--- config.mk ---
export PLATFORM = sky130hd
export DESIGN_NAME = axi_lite_region_router
export DESIGN_NICKNAME = d
export VERILOG_FILES = /design/src/rtl/axi_lite_region_router.sv
export SDC_FILE = /design/constraint.sdc
export NUM_CORES = 1
export LEC_CHECK = 0
export BUFFER_PORTS_ARGS = -buffer_cell sky130_fd_sc_hd__buf_2
export CORE_AREA = 4 4 385 387
export CTS_CLUSTER_SIZE = 30
export DETAILED_ROUTE_END_ITERATION = 8
export DIE_AREA = 0 0 389 391
export PLACE_DENSITY = 0.35
export SLEW_MARGIN = 30
export SYNTH_ARGS = -nofsm -noshare
export SYNTH_HDL_FRONTEND = slang
export SYNTH_SLANG_ARGS = --single-unit
--- constraint.sdc ---
create_clock -name clk -period 3.5 [get_ports clk]
set_clock_uncertainty 0.1 [all_clocks]
set_input_delay 0 -clock clk [delete_from_list [all_inputs] [get_ports clk]]
set_output_delay 0 -clock clk [all_outputs]
set_load 0.01 [all_outputs]
--- src/rtl/axi_lite_region_router.sv ---
// AXI4-Lite router: one upstream master fans out to NB_SLAVE slaves chosen by
// runtime-programmable address regions; unmapped accesses get DECERR and are counted.
module axi_lite_region_router #(
  parameter int NB_SLAVE   = 4,
  parameter int ADDR_WIDTH = 32,
  parameter int DATA_WIDTH = 32,
  parameter int CNT_WIDTH  = 16
) (
  input  logic                             clk,
  input  logic                             rst_n,
  input  logic [NB_SLAVE*ADDR_WIDTH-1:0]   start_addr_i,
  input  logic [NB_SLAVE*ADDR_WIDTH-1:0]   end_addr_i,
  input  logic [NB_SLAVE-1:0]              region_en_i,
  output logic [CNT_WIDTH-1:0]             decerr_cnt_o,
  input  logic [ADDR_WIDTH-1:0]            s_awaddr,
  input  logic                             s_awvalid,
  output logic                             s_awready,
  input  logic [DATA_WIDTH-1:0]            s_wdata,
  input  logic [DATA_WIDTH/8-1:0]          s_wstrb,
  input  logic                             s_wvalid,
  output logic                             s_wready,
  output logic [1:0]                       s_bresp,
  output logic                             s_bvalid,
  input  logic                             s_bready,
  input  logic [ADDR_WIDTH-1:0]            s_araddr,
  input  logic                             s_arvalid,
  output logic                             s_arready,
  output logic [DATA_WIDTH-1:0]            s_rdata,
  output logic [1:0]                       s_rresp,
  output logic                             s_rvalid,
  input  logic                             s_rready,
  output logic [NB_SLAVE*ADDR_WIDTH-1:0]   m_awaddr,
  output logic [NB_SLAVE-1:0]              m_awvalid,
  input  logic [NB_SLAVE-1:0]              m_awready,
  output logic [NB_SLAVE*DATA_WIDTH-1:0]   m_wdata,
  output logic [NB_SLAVE*DATA_WIDTH/8-1:0] m_wstrb,
  output logic [NB_SLAVE-1:0]              m_wvalid,
  input  logic [NB_SLAVE-1:0]              m_wready,
  input  logic [NB_SLAVE*2-1:0]            m_bresp,
  input  logic [NB_SLAVE-1:0]              m_bvalid,
  output logic [NB_SLAVE-1:0]              m_bready,
  output logic [NB_SLAVE*ADDR_WIDTH-1:0]   m_araddr,
  output logic [NB_SLAVE-1:0]              m_arvalid,
  input  logic [NB_SLAVE-1:0]              m_arready,
  input  logic [NB_SLAVE*DATA_WIDTH-1:0]   m_rdata,
  input  logic [NB_SLAVE*2-1:0]            m_rresp,
  input  logic [NB_SLAVE-1:0]              m_rvalid,
  output logic [NB_SLAVE-1:0]              m_rready
);
  localparam int STRB_WIDTH = DATA_WIDTH / 8;
  localparam int SEL_WIDTH  = (NB_SLAVE > 1) ? $clog2(NB_SLAVE) : 1;

  typedef enum logic [1:0] {R_IDLE, R_ADDR, R_DATA, R_ERR} r_state_t;
  typedef enum logic [1:0] {W_IDLE, W_FWD, W_RESP, W_ERR} w_state_t;

  r_state_t              r_state_reg;
  logic [ADDR_WIDTH-1:0] r_addr_reg;
  logic [SEL_WIDTH-1:0]  r_sel_reg;
  w_state_t              w_state_reg;
  logic [ADDR_WIDTH-1:0] w_addr_reg;
  logic [DATA_WIDTH-1:0] w_data_reg;
  logic [STRB_WIDTH-1:0] w_strb_reg;
  logic [SEL_WIDTH-1:0]  w_sel_reg;
  logic                  aw_sent_reg, w_sent_reg;
  logic [CNT_WIDTH-1:0]  cnt_reg;

  logic [NB_SLAVE-1:0]   ar_hit, aw_hit;
  logic [SEL_WIDTH-1:0]  ar_sel, aw_sel;
  logic                  aw_done, w_done, rd_err_hs, wr_err_hs;
  logic [CNT_WIDTH:0]    cnt_next;

  genvar gi;
  generate
    for (gi = 0; gi < NB_SLAVE; gi++) begin : g_slice
      assign ar_hit[gi] = region_en_i[gi]
                       && (s_araddr >= start_addr_i[gi*ADDR_WIDTH +: ADDR_WIDTH])
                       && (s_araddr <= end_addr_i[gi*ADDR_WIDTH +: ADDR_WIDTH]);
      assign aw_hit[gi] = region_en_i[gi]
                       && (s_awaddr >= start_addr_i[gi*ADDR_WIDTH +: ADDR_WIDTH])
                       && (s_awaddr <= end_addr_i[gi*ADDR_WIDTH +: ADDR_WIDTH]);
      assign m_araddr[gi*ADDR_WIDTH +: ADDR_WIDTH] = r_addr_reg;
      assign m_awaddr[gi*ADDR_WIDTH +: ADDR_WIDTH] = w_addr_reg;
      assign m_wdata[gi*DATA_WIDTH +: DATA_WIDTH]  = w_data_reg;
      assign m_wstrb[gi*STRB_WIDTH +: STRB_WIDTH]  = w_strb_reg;
    end
  endgenerate

  // Scan downward so the lowest hitting region is the one left standing.
  always_comb begin
    ar_sel = '0;
    aw_sel = '0;
    for (int i = NB_SLAVE - 1; i >= 0; i--) begin
      if (ar_hit[i]) ar_sel = SEL_WIDTH'(i);
      if (aw_hit[i]) aw_sel = SEL_WIDTH'(i);
    end
  end

  assign s_arready = rst_n && (r_state_reg == R_IDLE);
  assign s_awready = rst_n && (w_state_reg == W_IDLE) && s_awvalid && s_wvalid;
  assign s_wready  = s_awready;
  assign aw_done   = aw_sent_reg || m_awready[w_sel_reg];
  assign w_done    = w_sent_reg || m_wready[w_sel_reg];
  assign rd_err_hs = (r_state_reg == R_ERR) && s_rready;
  assign wr_err_hs = (w_state_reg == W_ERR) && s_bready;
  assign cnt_next  = {1'b0, cnt_reg} + {{(CNT_WIDTH-1){1'b0}}, ({1'b0, rd_err_hs} + {1'b0, wr_err_hs})};
  assign decerr_cnt_o = cnt_reg;

  always_ff @(posedge clk) begin
    if (!rst_n) begin
      r_state_reg <= R_IDLE;
      r_addr_reg  <= '0;
      r_sel_reg   <= '0;
    end else begin
      case (r_state_reg)
        R_IDLE: if (s_arvalid) begin
          r_addr_reg  <= s_araddr;
          r_sel_reg   <= ar_sel;
          r_state_reg <= (|ar_hit) ? R_ADDR : R_ERR;
        end
        R_ADDR: if (m_arready[r_sel_reg]) r_state_reg <= R_DATA;
        R_DATA: if (m_rvalid[r_sel_reg] && s_rready) r_state_reg <= R_IDLE;
        R_ERR:  if (s_rready) r_state_reg <= R_IDLE;
        default: r_state_reg <= R_IDLE;
      endcase
    end
  end

  always_ff @(posedge clk) begin
    if (!rst_n) begin
      w_state_reg <= W_IDLE;
      w_addr_reg  <= '0;
      w_data_reg  <= '0;
      w_strb_reg  <= '0;
      w_sel_reg   <= '0;
      aw_sent_reg <= 1'b0;
      w_sent_reg  <= 1'b0;
    end else begin
      case (w_state_reg)
        W_IDLE: if (s_awvalid && s_wvalid) begin
          w_addr_reg  <= s_awaddr;
          w_data_reg  <= s_wdata;
          w_strb_reg  <= s_wstrb;
          w_sel_reg   <= aw_sel;
          aw_sent_reg <= 1'b0;
          w_sent_reg  <= 1'b0;
          w_state_reg <= (|aw_hit) ? W_FWD : W_ERR;
        end
        // AW and W may complete in either order or together.
        W_FWD: if (aw_done && w_done) begin
          aw_sent_reg <= 1'b0;
          w_sent_reg  <= 1'b0;
          w_state_reg <= W_RESP;
        end else begin
          aw_sent_reg <= aw_done;
          w_sent_reg  <= w_done;
        end
        W_RESP: if (m_bvalid[w_sel_reg] && s_bready) w_state_reg <= W_IDLE;
        W_ERR:  if (s_bready) w_state_reg <= W_IDLE;
        default: w_state_reg <= W_IDLE;
      endcase
    end
  end

  always_ff @(posedge clk) begin
    if (!rst_n) cnt_reg <= '0;
    else if (cnt_next[CNT_WIDTH]) cnt_reg <= '1;
    else cnt_reg <= cnt_next[CNT_WIDTH-1:0];
  end

  always_comb begin
    m_arvalid = '0;
    m_rready  = '0;
    s_rvalid  = 1'b0;
    s_rdata   = '0;
    s_rresp   = 2'b00;
    if (r_state_reg == R_ADDR) m_arvalid[r_sel_reg] = 1'b1;
    if (r_state_reg == R_DATA) begin
      m_rready[r_sel_reg] = s_rready;
      s_rvalid = m_rvalid[r_sel_reg];
      s_rdata  = m_rdata[r_sel_reg*DATA_WIDTH +: DATA_WIDTH];
      s_rresp  = m_rresp[r_sel_reg*2 +: 2];
    end
    if (r_state_reg == R_ERR) begin
      s_rvalid = 1'b1;
      s_rresp  = 2'b11;
    end
  end

  always_comb begin
    m_awvalid = '0;
    m_wvalid  = '0;
    m_bready  = '0;
    s_bvalid  = 1'b0;
    s_bresp   = 2'b00;
    if (w_state_reg == W_FWD) begin
      m_awvalid[w_sel_reg] = !aw_sent_reg;
      m_wvalid[w_sel_reg]  = !w_sent_reg;
    end
    if (w_state_reg == W_RESP) begin
      m_bready[w_sel_reg] = s_bready;
      s_bvalid = m_bvalid[w_sel_reg];
      s_bresp  = m_bresp[w_sel_reg*2 +: 2];
    end
    if (w_state_reg == W_ERR) begin
      s_bvalid = 1'b1;
      s_bresp  = 2'b11;
    end
  end
endmodule

Yosys cells after proc, flatten, opt, wreduce, memory -nomap -nowiden
Cells that the tools add are included.
Widths: inputs -> output; s select.
{"block": "word_totals", "ff_bits": 126, "in_bits": 531, "out_inout_bits": 477, "elab_cells": 150}
{"block": "op_classes", "add_sub_neg": 2, "magnitude_cmp": 20, "eq_ne": 14, "shifts": 3, "n_mux": 54, "bitwise_logic": 4, "n_reduce_logical": 42}
{"op": "$ge 32x32->1", "count": 8}
{"op": "$le 32x32->1", "count": 8}
{"op": "$shiftx 128x8->32", "count": 1}
{"op": "$mux 2", "count": 22}
{"op": "$mux 32", "count": 1}
{"op": "$logic_and 1x1->1", "count": 28}
{"op": "$mux 4", "count": 5}
{"op": "$add 16x2->17", "count": 1}
{"op": "$and 4x4->4", "count": 4}
{"op": "$mux 16", "count": 1}
{"op": "$pmux 2 s4", "count": 2}
{"op": "$shiftx 8x4->2", "count": 2}
{"op": "$mux 1", "count": 14}
{"op": "$ne 2x2->1 const B", "count": 7}
{"op": "$bmux 1 s2", "count": 5}
{"op": "$eq 2x2->1 const B", "count": 4}
{"op": "$reduce_and 4->1", "count": 2}
{"op": "$reduce_or 4->1", "count": 2}
{"op": "$lt 2x3->1 const B", "count": 2}
{"op": "$reduce_and 2->1", "count": 3}
{"op": "$demux 1 s2", "count": 2}
{"op": "$eq 2x1->1 const B", "count": 2}
{"op": "$ge 2x1->1 const B", "count": 2}
{"op": "$logic_not 2->1", "count": 2}
{"op": "other kinds (6)", "count": 9}

Depth between registers and ports, before layout
Gate-level depths: netlist of run 1.
{"block": "depth", "ltp_word": 7, "mapped_depth": 10, "depth_no_buf": 10}

Least setup slack after synthesis of run 1
No wires, ideal clock.
{"block": "synth_path", "path_type": "reg2reg", "from": "reg w_state_reg[0]", "to": "reg cnt_reg[10] (netlist: decerr_cnt_o[10])", "setup_ns": 0.070, "arrival_ns": 2.426, "required_time_ns": 3.330, "setup_slack_ns": 0.904, "path_stages_with_launch": 11, "path_buffers": 2, "period_less_slack_ns": 2.596, "path_cell_list": "dfxtp_1 buf_1 nand3_1 fa_1 inv_1 ha_1 and3_1 nand2_1 or3_1 clkbuf_1 a21oi_1"}
{"block": "synth_via", "elab_chain_cells": 5}
{"element": "start, declared", "line_no": "59", "text": "w_state_t w_state_reg;"}
{"element": "start signal, assigned", "line_no": "146", "text": "w_state_reg <= (|aw_hit) ? W_FWD : W_ERR;"}
{"element": "$eq 2x2->1", "line_no": "104", "text": "assign wr_err_hs = (w_state_reg == W_ERR) && s_bready;"}
{"element": "$logic_and 1x1->1", "line_no": "104"}
{"element": "$add 1x1->2", "line_no": "105", "text": "assign cnt_next = {1'b0, cnt_reg} + {{(CNT_WIDTH-1){1'b0}}, ({1'b0, rd_err_hs} + {1'b0, wr_err_hs})};"}
{"element": "$add 16x2->17", "line_no": "105"}
{"element": "$mux 16", "line_no": "166", "text": "else if (cnt_next[CNT_WIDTH]) cnt_reg <= '1;"}
{"element": "end signal, assigned", "line_no": "167", "text": "else cnt_reg <= cnt_next[CNT_WIDTH-1:0];"}
{"element": "end, declared", "line_no": "65", "text": "logic [CNT_WIDTH-1:0] cnt_reg;"}
Every way passes these cells.
A chain may end at the register's enable or synchronous reset.

Worst setup path in the final report of run 1
{"block": "layout_path", "from": "in s_awaddr[14]", "to": "reg w_sel_reg[1]"}
{"block": "layout_via", "elab_chain_cells": 7, "elab_cells_between_ends": 20, "classes_between": "8 x order compare; 4 x mux; 8 x reduce/logical"}
{"element": "start, declared", "line_no": "15", "text": "input logic [ADDR_WIDTH-1:0] s_awaddr,"}
{"element": "$ge 32x32->1", "line_no": "79", "text": "&& (s_awaddr >= start_addr_i[gi*ADDR_WIDTH +: ADDR_WIDTH])"}
{"element": "$logic_and 1x1->1", "line_no": "79"}
{"element": "$logic_and 1x1->1", "line_no": "80", "text": "&& (s_awaddr <= end_addr_i[gi*ADDR_WIDTH +: ADDR_WIDTH]);"}
{"element": "$mux 2 (3 in a row)", "line_no": "94", "text": "if (aw_hit[i]) aw_sel = SEL_WIDTH'(i);"}
{"element": "$mux 2 (*)", "line_no": "94"}
{"element": "end signal, assigned", "line_no": "143", "text": "w_sel_reg <= aw_sel;"}
{"element": "end, declared", "line_no": "63", "text": "logic [SEL_WIDTH-1:0] w_sel_reg;"}
Mark *: on every way between the ends. The rest lies on a longest branch, timed or not.

==> metrics.txt, run 1 <==
result of the run=complete, but fails checks; violated checks=hold timing; share of synthesized area occupied by flip-flops and latches=12.6%; number of sinks handled by clock tree synthesis=126; Netlist Area Pre-Place=0.0201 mm^2; Net Count, Synth=3611; worst reg2reg setup slack=0.84 ns; predominant post-synthesis flop cell=dfxtp_1; cell count along the critical path=10; internal power=4.03 mW; setup_tns=0 ns; die height=391 um; total iterations of the first detailed-routing run=5; Area Growth Syn to Fin=35.3%; Final #Nets=4431; Buf+Inv Stages, Crit Path=2; reg2reg start=w_state_reg[1]; Initial Util=13.8%; final setup vio count=0; post-route ant nets=0; number of instances on the worst hold path=3; most frequent cells in the layout=buf_2, ha_1, nand2_1; critical path, cell by cell=dlygate4sd3_1 > buf_2 > ha_1 > and4_1 > nand4_1 > or4_1 > a311oi_1 > o21ai_1 > a32o_1 > a41o_1; achievable frequency=329 MHz; worst-case reg-to-reg path depth=8; clock buffer depth=2; startpoint types=primary input; core utilization of the finished layout=18.7%; Pins Over Slew Limit=0; leading cell type in the layout, fill and taps excluded=buf_2; nature of the critical path endpoint=flip-flop; DRT iter0 DRCs=1244; final weighted congestion of routability-driven global placement=0.837; Critical path origin=s_awaddr[14]; H-tree lvl count=4; total net switching power=3.34 mW; post-detailed-route DRC marker count=0; number of core rows=140; PortBufs=1007; reported max-cap violation count=0; area of the die=0.152 mm^2; unrepaired setup endpoints after global routing=no; required time of the critical path=3.78 ns; total setup buffers inserted after CTS=0; fraction of the cycle the final worst path needs=86.8%; flip-flop and latch count after synthesis=126; vias per std cell=4.07; number of synthesized flops with an enable pin=0; yosys warns=0; final hold violations=1; clock root buffer master=clkbuf_16; worst hold path type=in2reg; Overall Power=7.37 mW; transition time at the pin with the least slew margin=0.823 ns; time the worst path needs with I/O delays and setup=3.04 ns; cell at the slowest stage of the critical path=or4_1; via total after detailed routing=21700; horizontal extent of the die=389 um; CTS Buf Count=17; cells taking the most area after synthesis=ha_1, dfxtp_1, buf_4; leak pwr=14.4 nW; maximum fanout count along the critical path=9; CP Data Arrival Time=3.31 ns; clock slew seen by the registers of the worst setup and hold paths=0.08 ns; Wirelength per Cell=25.2 um; Switching Share=45.3%; worst-case vdd ir drop=0.000340 V; Tot GR Track Use=16.8%; estimated wirelength of the detail-placed design=117 mm; share of flip-flops with an asynchronous set or reset=0%; layout cells sized above 1=33.7%; count of cell types in the netlist=69; clock group share of total power=27.7%; sequential share of power=23.8%; maximum number of pins on one net before global-route repair=71; largest delay contributor family on the critical path=compound AO/OA/AOI/OAI gates; post-synthesis instance total=2566; global-route wire length before repair=176 mm; antenna violations before repair=56; remaining max-slew budget at the tightest pin=44.7%; average size of a mapped cell=7.82 um^2; Routed Wire Length=135 mm; Yosys top cell area share=32.0%; clock insertion delay at the later pin of the skew report=0.52 ns; power density normalized to cell area=272 mW/mm^2; slowest stage delay, CP=0.58 ns; combinational group share of total power=48.5%; placeable core region=0.145 mm^2; total congestion overflow after global routing=0; cell type contributing the most total cell area after synthesis=ha_1; Critical Setup Path Class=in2reg; final-layout worst hold slack=-0.0111 ns; number of global-route vias before repair=21600; I/O pins=1008; CP Capture Point=w_sel_reg[1]; CTS tree=yes; terminus of the critical flop-to-flop path=decerr_cnt_o[1]
==> power by group through the flow <==
| stage | clock [mW] | sequential (mW) | combinational, mW |
|---|---|---|---|
| 2_1_floorplan | 0 | 1.70 | 2.00 |
| 3_3_place_gp | 0 | 1.79 | 3.56 |
| 3_5_place_dp | 0 | 1.80 | 3.55 |
| 4_1_cts | 2.19 | 1.77 | 3.67 |
| 5_1_grt | 2.20 | 1.77 | 3.99 |
| 6_report | 2.04 | 1.75 | 3.58 |
==> per-layer routing <==
layer  track usage, %  share of wire, %  wire [um]
met1             22.4                45      61100
met2             27.7                46      62000
met3             3.75               6.5       8730
met4             3.88               1.9       2580
met5                0             0.089        120
==> timing repair <==
| action | 4_1_cts | 5_1_grt |
|---|---|---|
| resized for setup | 0 | 0 |
| hold buffers | 98 | 0 |
| setup endpoints to repair | 0 | 0 |
| hold endpoints to repair | 97 | 0 |
==> synthesized netlist by cell type, types with 4 or more instances <==
master     instances
o21bai_1           4
a21oi_1          309
xnor2_1            4
clkbuf_1          48
a2111oi_0          4
nor2b_1           47
a32o_1             4
dfxtp_1          126
nand3_1           58
buf_2              4
mux4_2            41
o21ai_1           18
xor2_1             7
inv_1            267
o211ai_1           8
a221o_1           10
nand2b_1          21
a221oi_1          12
nor2_1            70
nand2_1          331
nand4_1           74
o21ai_0           70
nor4_1            19
and3_1             7
ha_1             513
nor3_1            26
or2_1              4
o21a_1             8
and4_1            20
a31oi_1            5
a211oi_1          21
buf_4            301
a21o_1            39
==> per-stage QoR <==
step | cells | area (um^2) | hold slack [ns] | setup WS (ns)
final | 5335 | 27100 | -0.0111 | 0.463
after global routing | 5317 | 27100 | 0.000311 | 0.268
after CTS | 5316 | 27100 | 0.00508 | 0.359
after detailed placement | 5186 | 25500 | 0.151 | 0.349
after global placement | 5186 | 25500 | 0.144 | 0.324
after floorplan | 2566 | 20100 | 0.0116 | 0.904
==> area by class of cell <==
cell class                      instances  area (um^2)
Fill cell                           16500       118000
Sequential cell                       126         2520
Clock buffer                           17          425
Inverter                              268         1010
Multi-Input combinational cell       1814        14000
Antenna cell                           19         47.5
Timing Repair Buffer                 1159         6490
Tap cell                             1917         2400
Clock inverter                         15          190
==> logic make-up after synthesis <==
| logic type | share of synthesized area [%] |
|---|---|
| AOI/OAI and AO/OA | 16.1 |
| xor gates and xnor gates | 0.480 |
| adders and majority gates | 32.1 |
| buffers and inverters | 17.5 |
| DFF | 12.6 |
| muxes | 4.65 |
| and+or+nand+nor | 16.6 |
==> how the worst min path moves through the flow <==
stage | from | to | slack (ns)
3_3_place_gp | s_wstrb[1] | w_strb_reg[1] | 0.14
6_report | s_araddr[25] | r_addr_reg[25] | -0.01
5_1_grt | s_araddr[31] | r_addr_reg[31] | 0.0003
3_5_place_dp | s_wdata[28] | w_data_reg[28] | 0.15
4_1_cts | s_araddr[23] | r_addr_reg[23] | 0.005
2_1_floorplan | rst_n | s_awready | 0.01
==> worst min-delay path, delay by kind of cell <==
kind,cells,cell delay (ns)
buffers and inverters,1,0.21
AND/OR/NAND/NOR,1,0.22
AO/OA/AOI/OAI,1,0.09
Note: power is estimated with default switching activity, not from simulation.
==> run 2: changes to the inputs <==
- clock period: 3.5 -> 3.6 ns (I/O delays scaled with it)
==> run 2 against run 1 <==
The run still ends with hold timing left. Cell count down 0.54%. Largest power group unchanged. Setup slack improved by 0.14 ns. Power is 3.2% lower. Sequential power is 3% lower. Routed wire length decreased by 0.99%. Via count shrank 0.43%.
==> metrics.txt, run 2 (synthesized netlist as in run 1, its figures left out) <==
number of core rows=140 (unchanged); final weighted congestion of routability-driven global placement=0.831 (was 0.837); final hold violations=2 (was 1); clock root buffer master=clkbuf_16 (unchanged); Initial Util=13.8% (unchanged); remaining max-slew budget at the tightest pin=39.1% (was 44.7%); DRT iter0 DRCs=1102 (was 1244); number of global-route vias before repair=21200 (was 21600); setup_tns=0 ns (unchanged); result of the run=complete, but fails checks (unchanged); via total after detailed routing=21600 (was 21700); clock buffer depth=2 (unchanged); placeable core region=0.145 mm^2 (unchanged); vias per std cell=4.08 (was 4.07); I/O pins=1008 (unchanged); antenna violations before repair=59 (was 56); startpoint types=primary input (unchanged); transition time at the pin with the least slew margin=0.913 ns (was 0.823 ns); leading cell type in the layout, fill and taps excluded=buf_2 (unchanged); met2 WL=60.9 mm (was 62.0 mm); Wirelength per Cell=25.1 um (was 25.2 um); total congestion overflow after global routing=0 (unchanged); fraction of the cycle the final worst path needs=83.3%; post-route ant nets=0 (unchanged); maximum fanout count along the critical path=9 (unchanged); terminus of the critical flop-to-flop path=decerr_cnt_o[0] (was decerr_cnt_o[1]); total net switching power=3.14 mW (was 3.34 mW); CTS Buf Count=17 (unchanged); nature of the critical path endpoint=flip-flop (unchanged); Final Non-Filler Cells=5306 (was 5335); leak pwr=14.3 nW (was 14.4 nW); Routed met1 length=61.0 mm (was 61.1 mm); violated checks=hold timing (unchanged); clock group share of total power=27.8% (was 27.7%); H-tree lvl count=4 (unchanged); achievable frequency=333 MHz; final-layout worst hold slack=-0.00838 ns (was -0.0111 ns); clock slew seen by the registers of the worst setup and hold paths=0.07 ns (was 0.08 ns); Tot GR Track Use=16.7% (was 16.8%); maximum number of pins on one net before global-route repair=71 (unchanged); Final #Nets=4414 (was 4431); required time of the critical path=3.89 ns (was 3.78 ns); total setup buffers inserted after CTS=0 (unchanged); global-route wire length before repair=175 mm (was 176 mm); sequential share of power=23.9% (was 23.8%); Critical Setup Path Class=in2reg (unchanged); number of instances on the worst hold path=3 (unchanged); worst-case reg-to-reg path depth=8 (unchanged); worst-case vdd ir drop=0.000271 V (was 0.000340 V); internal power=3.99 mW (was 4.03 mW); CP Data Arrival Time=3.29 ns (was 3.31 ns); final setup vio count=0 (unchanged); reg2reg start=r_state_reg[0] (was w_state_reg[1]); total instance count after detailed placement=5175 (was 5186); clock insertion delay at the later pin of the skew report=0.49 ns (was 0.52 ns); PortBufs=1007 (unchanged); fill count=16500 (about the same); worst hold path endpoint=r_addr_reg[25] (unchanged); number of sinks handled by clock tree synthesis=126 (unchanged); total iterations of the first detailed-routing run=5 (unchanged); min-delay src=s_araddr[25] (unchanged); power density normalized to cell area=265 mW/mm^2 (was 272 mW/mm^2); Post-CTS Resized=0 (unchanged); die height=391 um (unchanged); Routed Wire Length=133 mm (was 135 mm); reported max-cap violation count=0 (unchanged); estimated wirelength of the detail-placed design=115 mm (was 117 mm); time the worst path needs with I/O delays and setup=3.00 ns; Met3 Wirelength=8.12 mm (was 8.73 mm); top routing layer in use=met5 (unchanged); post-detailed-route DRC marker count=0 (unchanged); combinational group share of total power=48.3% (was 48.5%); Switching Share=44.1% (was 45.3%); unrepaired setup endpoints after global routing=no (unchanged); CTS tree=yes (unchanged); Pins Over Slew Limit=0 (unchanged); Area Growth Syn to Fin=34.3% (was 35.3%); worst hold path type=in2reg (unchanged); horizontal extent of the die=389 um (unchanged); most frequent cells in the layout=buf_2, ha_1, nand2_1 (unchanged); layout cells sized above 1=33.5% (was 33.7%); area of the die=0.152 mm^2 (unchanged); worst reg2reg setup slack=0.77 ns (was 0.84 ns)
run 2: layout make-up:
class,count,area (um^2),area share (%)
Clock inverter,13,189,0.702
Clock buffer,17,425,1.58
Antenna cell,9,22.5,0.0836
Timing Repair Buffer,1142,6310,23.4
Sequential cell,126,2520,9.38
Multi-Input combinational cell,1814,14000,52.2
Inverter,268,1010,3.75
Tap cell,1917,2400,8.91
run 2: routing by layer:
metal	GRT usage, %	vias to the layer above
li1	-	10400
met1	22.6	10200
met2	27.1	828
met3	3.56	148
met4	4.13	34
met5	0	-
run 2: power by group through the flow:
stage / clock network, mW / logic (mW) / registers, mW
floorplan: 0 / 1.95 / 1.66
global placement: 0 / 3.42 / 1.75
detailed placement: 0 / 3.41 / 1.75
CTS: 2.11 / 3.52 / 1.72
global route: 2.14 / 3.85 / 1.73
finish: 1.98 / 3.45 / 1.70
run 2: how the worst max path moves through the flow:
stage / startpoint / end / slack (ns) / depth (start not counted)
2_1_floorplan: w_state_reg[0] / decerr_cnt_o[10] / 1.00 / 10
6_report: s_awaddr[9] / w_state_reg[1] / 0.60 / 11
4_1_cts: s_awaddr[0] / w_state_reg[1] / 0.52 / 12
3_3_place_gp: s_awaddr[0] / w_state_reg[1] / 0.55 / 11
5_1_grt: s_awaddr[0] / w_state_reg[1] / 0.37 / 12
3_5_place_dp: s_araddr[27] / r_sel_reg[1] / 0.50 / 10
run 2: repair_timing:
item,4_1_cts,5_1_grt
hold buffers,91,1
hold endpoints to repair,90,1
setup endpoints to repair,0,0
run 2: critical path, stage by stage:
cell	delay [ns]
dlygate4sd3_1	0.53
buf_2	0.33
ha_1	0.32
a21o_1	0.19
a221o_1	0.32
a221oi_1	0.59
a311oi_1	0.25
o21ai_1	0.19
a32o_1	0.24
nand3_1	0.10
o32ai_1	0.22
run 2: through the flow:
stage / setup WS (ns) / utilization, % / total power, mW / area, um^2 / hold slack [ns]
2_1_floorplan: 1.00 / - / 3.60 / 20100 / 0.0116
3_3_place_gp: 0.550 / 17.5 / 5.17 / 25400 / 0.146
3_5_place_dp: 0.502 / 17.5 / 5.16 / 25400 / 0.147
4_1_cts: 0.515 / 18.6 / 7.35 / 26900 / 0.00429
5_1_grt: 0.373 / 18.6 / 7.71 / 26900 / 0.00217
6_report: 0.601 / 18.6 / 7.13 / 26900 / -0.00838
==> run 3: changes to the inputs <==
- PLACE_DENSITY: 0.35 -> 0.36
- clock period: 3.6 -> 2.5 ns (I/O delays scaled with it)
==> run 3 against run 2 <==
The flow still finishes with violations (hold timing). Combinational power is 55% higher. Sequential power grew 45%. Die area unchanged. Power increased by 47%. Largest power group unchanged. First-iteration DRC count up 21%. Sequential share of layout area shrank 0.55 points. Routed wire length up 4.8%. Worst hold slack worse by 0.0036 ns. Register-to-register slack got worse by 0.60 ns.
==> metrics.txt, run 3 (synthesized netlist as in run 1, its figures left out) <==
clock buffer depth=2 (unchanged); worst hold path endpoint=r_addr_reg[23] (was r_addr_reg[25]); leading cell type in the layout, fill and taps excluded=buf_2 (unchanged); final weighted congestion of routability-driven global placement=0.875 (was 0.831); number of global-route vias before repair=22200 (was 21200); transition time at the pin with the least slew margin=0.636 ns (was 0.913 ns); total instance count after detailed placement=5366 (was 5175); CTS tree=yes (unchanged); CTS Buf Count=17 (unchanged); Wirelength per Cell=25.4 um (was 25.1 um); result of the run=complete, but fails checks (unchanged); slowest stage delay, CP=0.62 ns (was 0.59 ns); terminus of the critical flop-to-flop path=w_state_reg[1] (was decerr_cnt_o[0]); achievable frequency=415 MHz; Pins Over Slew Limit=0 (unchanged); estimated wirelength of the detail-placed design=122 mm (was 115 mm); min-delay src=s_araddr[23] (was s_araddr[25]); clock insertion delay at the later pin of the skew report=0.49 ns (about the same); critical path, cell by cell=buf_2 > buf_4 > dlygate4sd3_1 > buf_4 > ha_1 > nand4_1 > inv_1 > a221oi_1 > nand2_2 > a21oi_2 > a21o_1 > a211oi_1 > a32o_1 (was dlygate4sd3_1 > buf_2 > ha_1 > a21o_1 > a221o_1 > a221oi_1 > a311oi_1 > o21ai_1 > a32o_1 > nand3_1 > o32ai_1); most frequent cells in the layout=buf_2, ha_1, nand2_1 (unchanged); dominant cell type by count on the critical path=buf_4; Initial Util=13.8% (unchanged); number of core rows=140 (unchanged); die height=391 um (unchanged); final setup vio count=0 (unchanged); post-detailed-route DRC marker count=0 (unchanged); Routed Wire Length=140 mm (was 133 mm); required time of the critical path=2.78 ns (was 3.89 ns); final-layout worst hold slack=-0.0120 ns (was -0.00838 ns); antenna violations before repair=53 (was 59); worst slack at placement=-0.510 ns (was 0.502 ns); violated checks=hold timing (unchanged); horizontal extent of the die=389 um (unchanged); H-tree lvl count=4 (unchanged); CP Data Arrival Time=2.69 ns (was 3.29 ns); worst reg2reg setup slack=0.17 ns (was 0.77 ns); global-route wire length before repair=183 mm (was 175 mm); via total after detailed routing=22700 (was 21600); Final #Nets=4603 (was 4414); maximum fanout count along the critical path=4 (was 9); Tot GR Track Use=17.4% (was 16.7%); worst hold path type=in2reg (unchanged); post-route ant nets=0 (unchanged); time the worst path needs with I/O delays and setup=2.41 ns; reg2reg start=w_sel_reg[0] (was r_state_reg[0]); final hold violations=2 (unchanged); power density normalized to cell area=367 mW/mm^2 (was 265 mW/mm^2); clock slew seen by the registers of the worst setup and hold paths=0.08 ns (was 0.07 ns); fraction of the cycle the final worst path needs=96.5%; nature of the critical path endpoint=flip-flop (unchanged); DRT iter0 DRCs=1335 (was 1102); maximum number of pins on one net before global-route repair=65 (was 71); post-route worst setup slack=0.0881 ns (was 0.601 ns); I/O pins=1008 (unchanged); remaining max-slew budget at the tightest pin=57.2% (was 39.1%); PortBufs=1007 (unchanged); layout cells sized above 1=37.6% (was 33.5%); Critical Setup Path Class=in2reg (unchanged); worst-case vdd ir drop=0.000373 V (was 0.000271 V); total iterations of the first detailed-routing run=5 (unchanged); total congestion overflow after global routing=0 (unchanged); clock root buffer master=clkbuf_16 (unchanged); leak pwr=15.3 nW (was 14.3 nW); cell at the slowest stage of the critical path=dlygate4sd3_1 (was a221oi_1); placeable core region=0.145 mm^2 (unchanged); number of sinks handled by clock tree synthesis=126 (unchanged); startpoint types=primary input (unchanged); worst-case reg-to-reg path depth=11 (was 8); vias per std cell=4.13 (was 4.08); number of instances on the worst hold path=3 (unchanged); area of the die=0.152 mm^2 (unchanged); Buf+Inv Stages, Crit Path=5 (was 2); largest delay contributor family on the critical path=buffers and inverters (was compound AO/OA/AOI/OAI gates); Final Non-Filler Cells=5502 (was 5306); reported max-cap violation count=0 (unchanged); Area Growth Syn to Fin=42.7% (was 34.3%)
==> run 3: changes by cell type in the layout (fill, tap and decap cells not counted), sizes merged <==
cell         before   now
buf            1050  1242
bufinv            4     0
diode             9    14
dlygate4sd3      92    89
inv             271   277
==> run 3: per-stage QoR <==
stage          instance area (um^2)  power, mW  hold slack, ns  setup TNS [ns]  utilization [%]
2_1_floorplan                 20100       5.19          0.0116               0                -
3_3_place_gp                  27000       7.77           0.146           -2.92             18.6
3_5_place_dp                  27000       7.77           0.149           -2.59             18.6
4_1_cts                       28500       10.7        0.000545               0             19.7
5_1_grt                       28600       11.3         0.00568         -0.0123             19.7
6_report                      28600       10.5         -0.0120               0             19.8
==> run 3: repair_timing <==
action	4_1_cts	5_1_grt
hold endpoints to repair	91	0
cloned	0	0
resized for setup	7	16
setup buffers	1	0
pin swaps	0	4
setup endpoints to repair	33	17
hold buffers	90	0
==> run 3: layout make-up <==
cell class	count	area (um^2)
Tap cell	1917	2400
Inverter	268	1010
Multi-Input combinational cell	1814	14100
Antenna cell	14	35.0
Clock inverter	15	170
Fill cell	16400	116000
Sequential cell	126	2530
Timing Repair Buffer	1331	7940
Clock buffer	17	425
==> run 3: how the worst max path moves through the flow <==
| stage | startpoint | cells past startpoint | endpoint |
|---|---|---|---|
| detailed placement | s_awaddr[0] | 13 | w_state_reg[1] |
| finish | s_araddr[15] | 13 | r_sel_reg[1] |
| CTS | s_araddr[15] | 13 | r_state_reg[1] |
| floorplan | w_state_reg[1] | 10 | decerr_cnt_o[10] |
| global placement | s_awaddr[0] | 13 | w_sel_reg[0] |
| global route | s_araddr[15] | 13 | r_sel_reg[1] |
==> run 3: worst reg2reg max path, stage by stage (launching register included) <==
cell     delay [ns]
dfxtp_1        0.36
buf_12         0.14
mux4_2         0.51
or2_1          0.25
nand2_1        0.09
a21oi_1        0.07
nor2_1         0.14
buf_4          0.16
nor2_1         0.04
buf_4          0.18
nand3_1        0.09
o32ai_1        0.07
==> run 3: power breakdown <==
group	internal, mW	leakage, nW	switching, mW	total (mW)
clock network	1.34	0.289	1.35	2.70
registers	2.15	1.03	0.318	2.47
logic	2.21	14.0	3.14	5.35
total	5.70	15.3	4.81	10.5
==> run 3: per-layer routing <==
layer | track usage (%) | part of all wire [%] | up-vias
met5 | 0 | 0.13 | -
met4 | 4.22 | 2.1 | 30
met3 | 4.59 | 7.4 | 125
met2 | 28.5 | 46 | 853
met1 | 22.8 | 44 | 10800
li1 | - | - | 10800
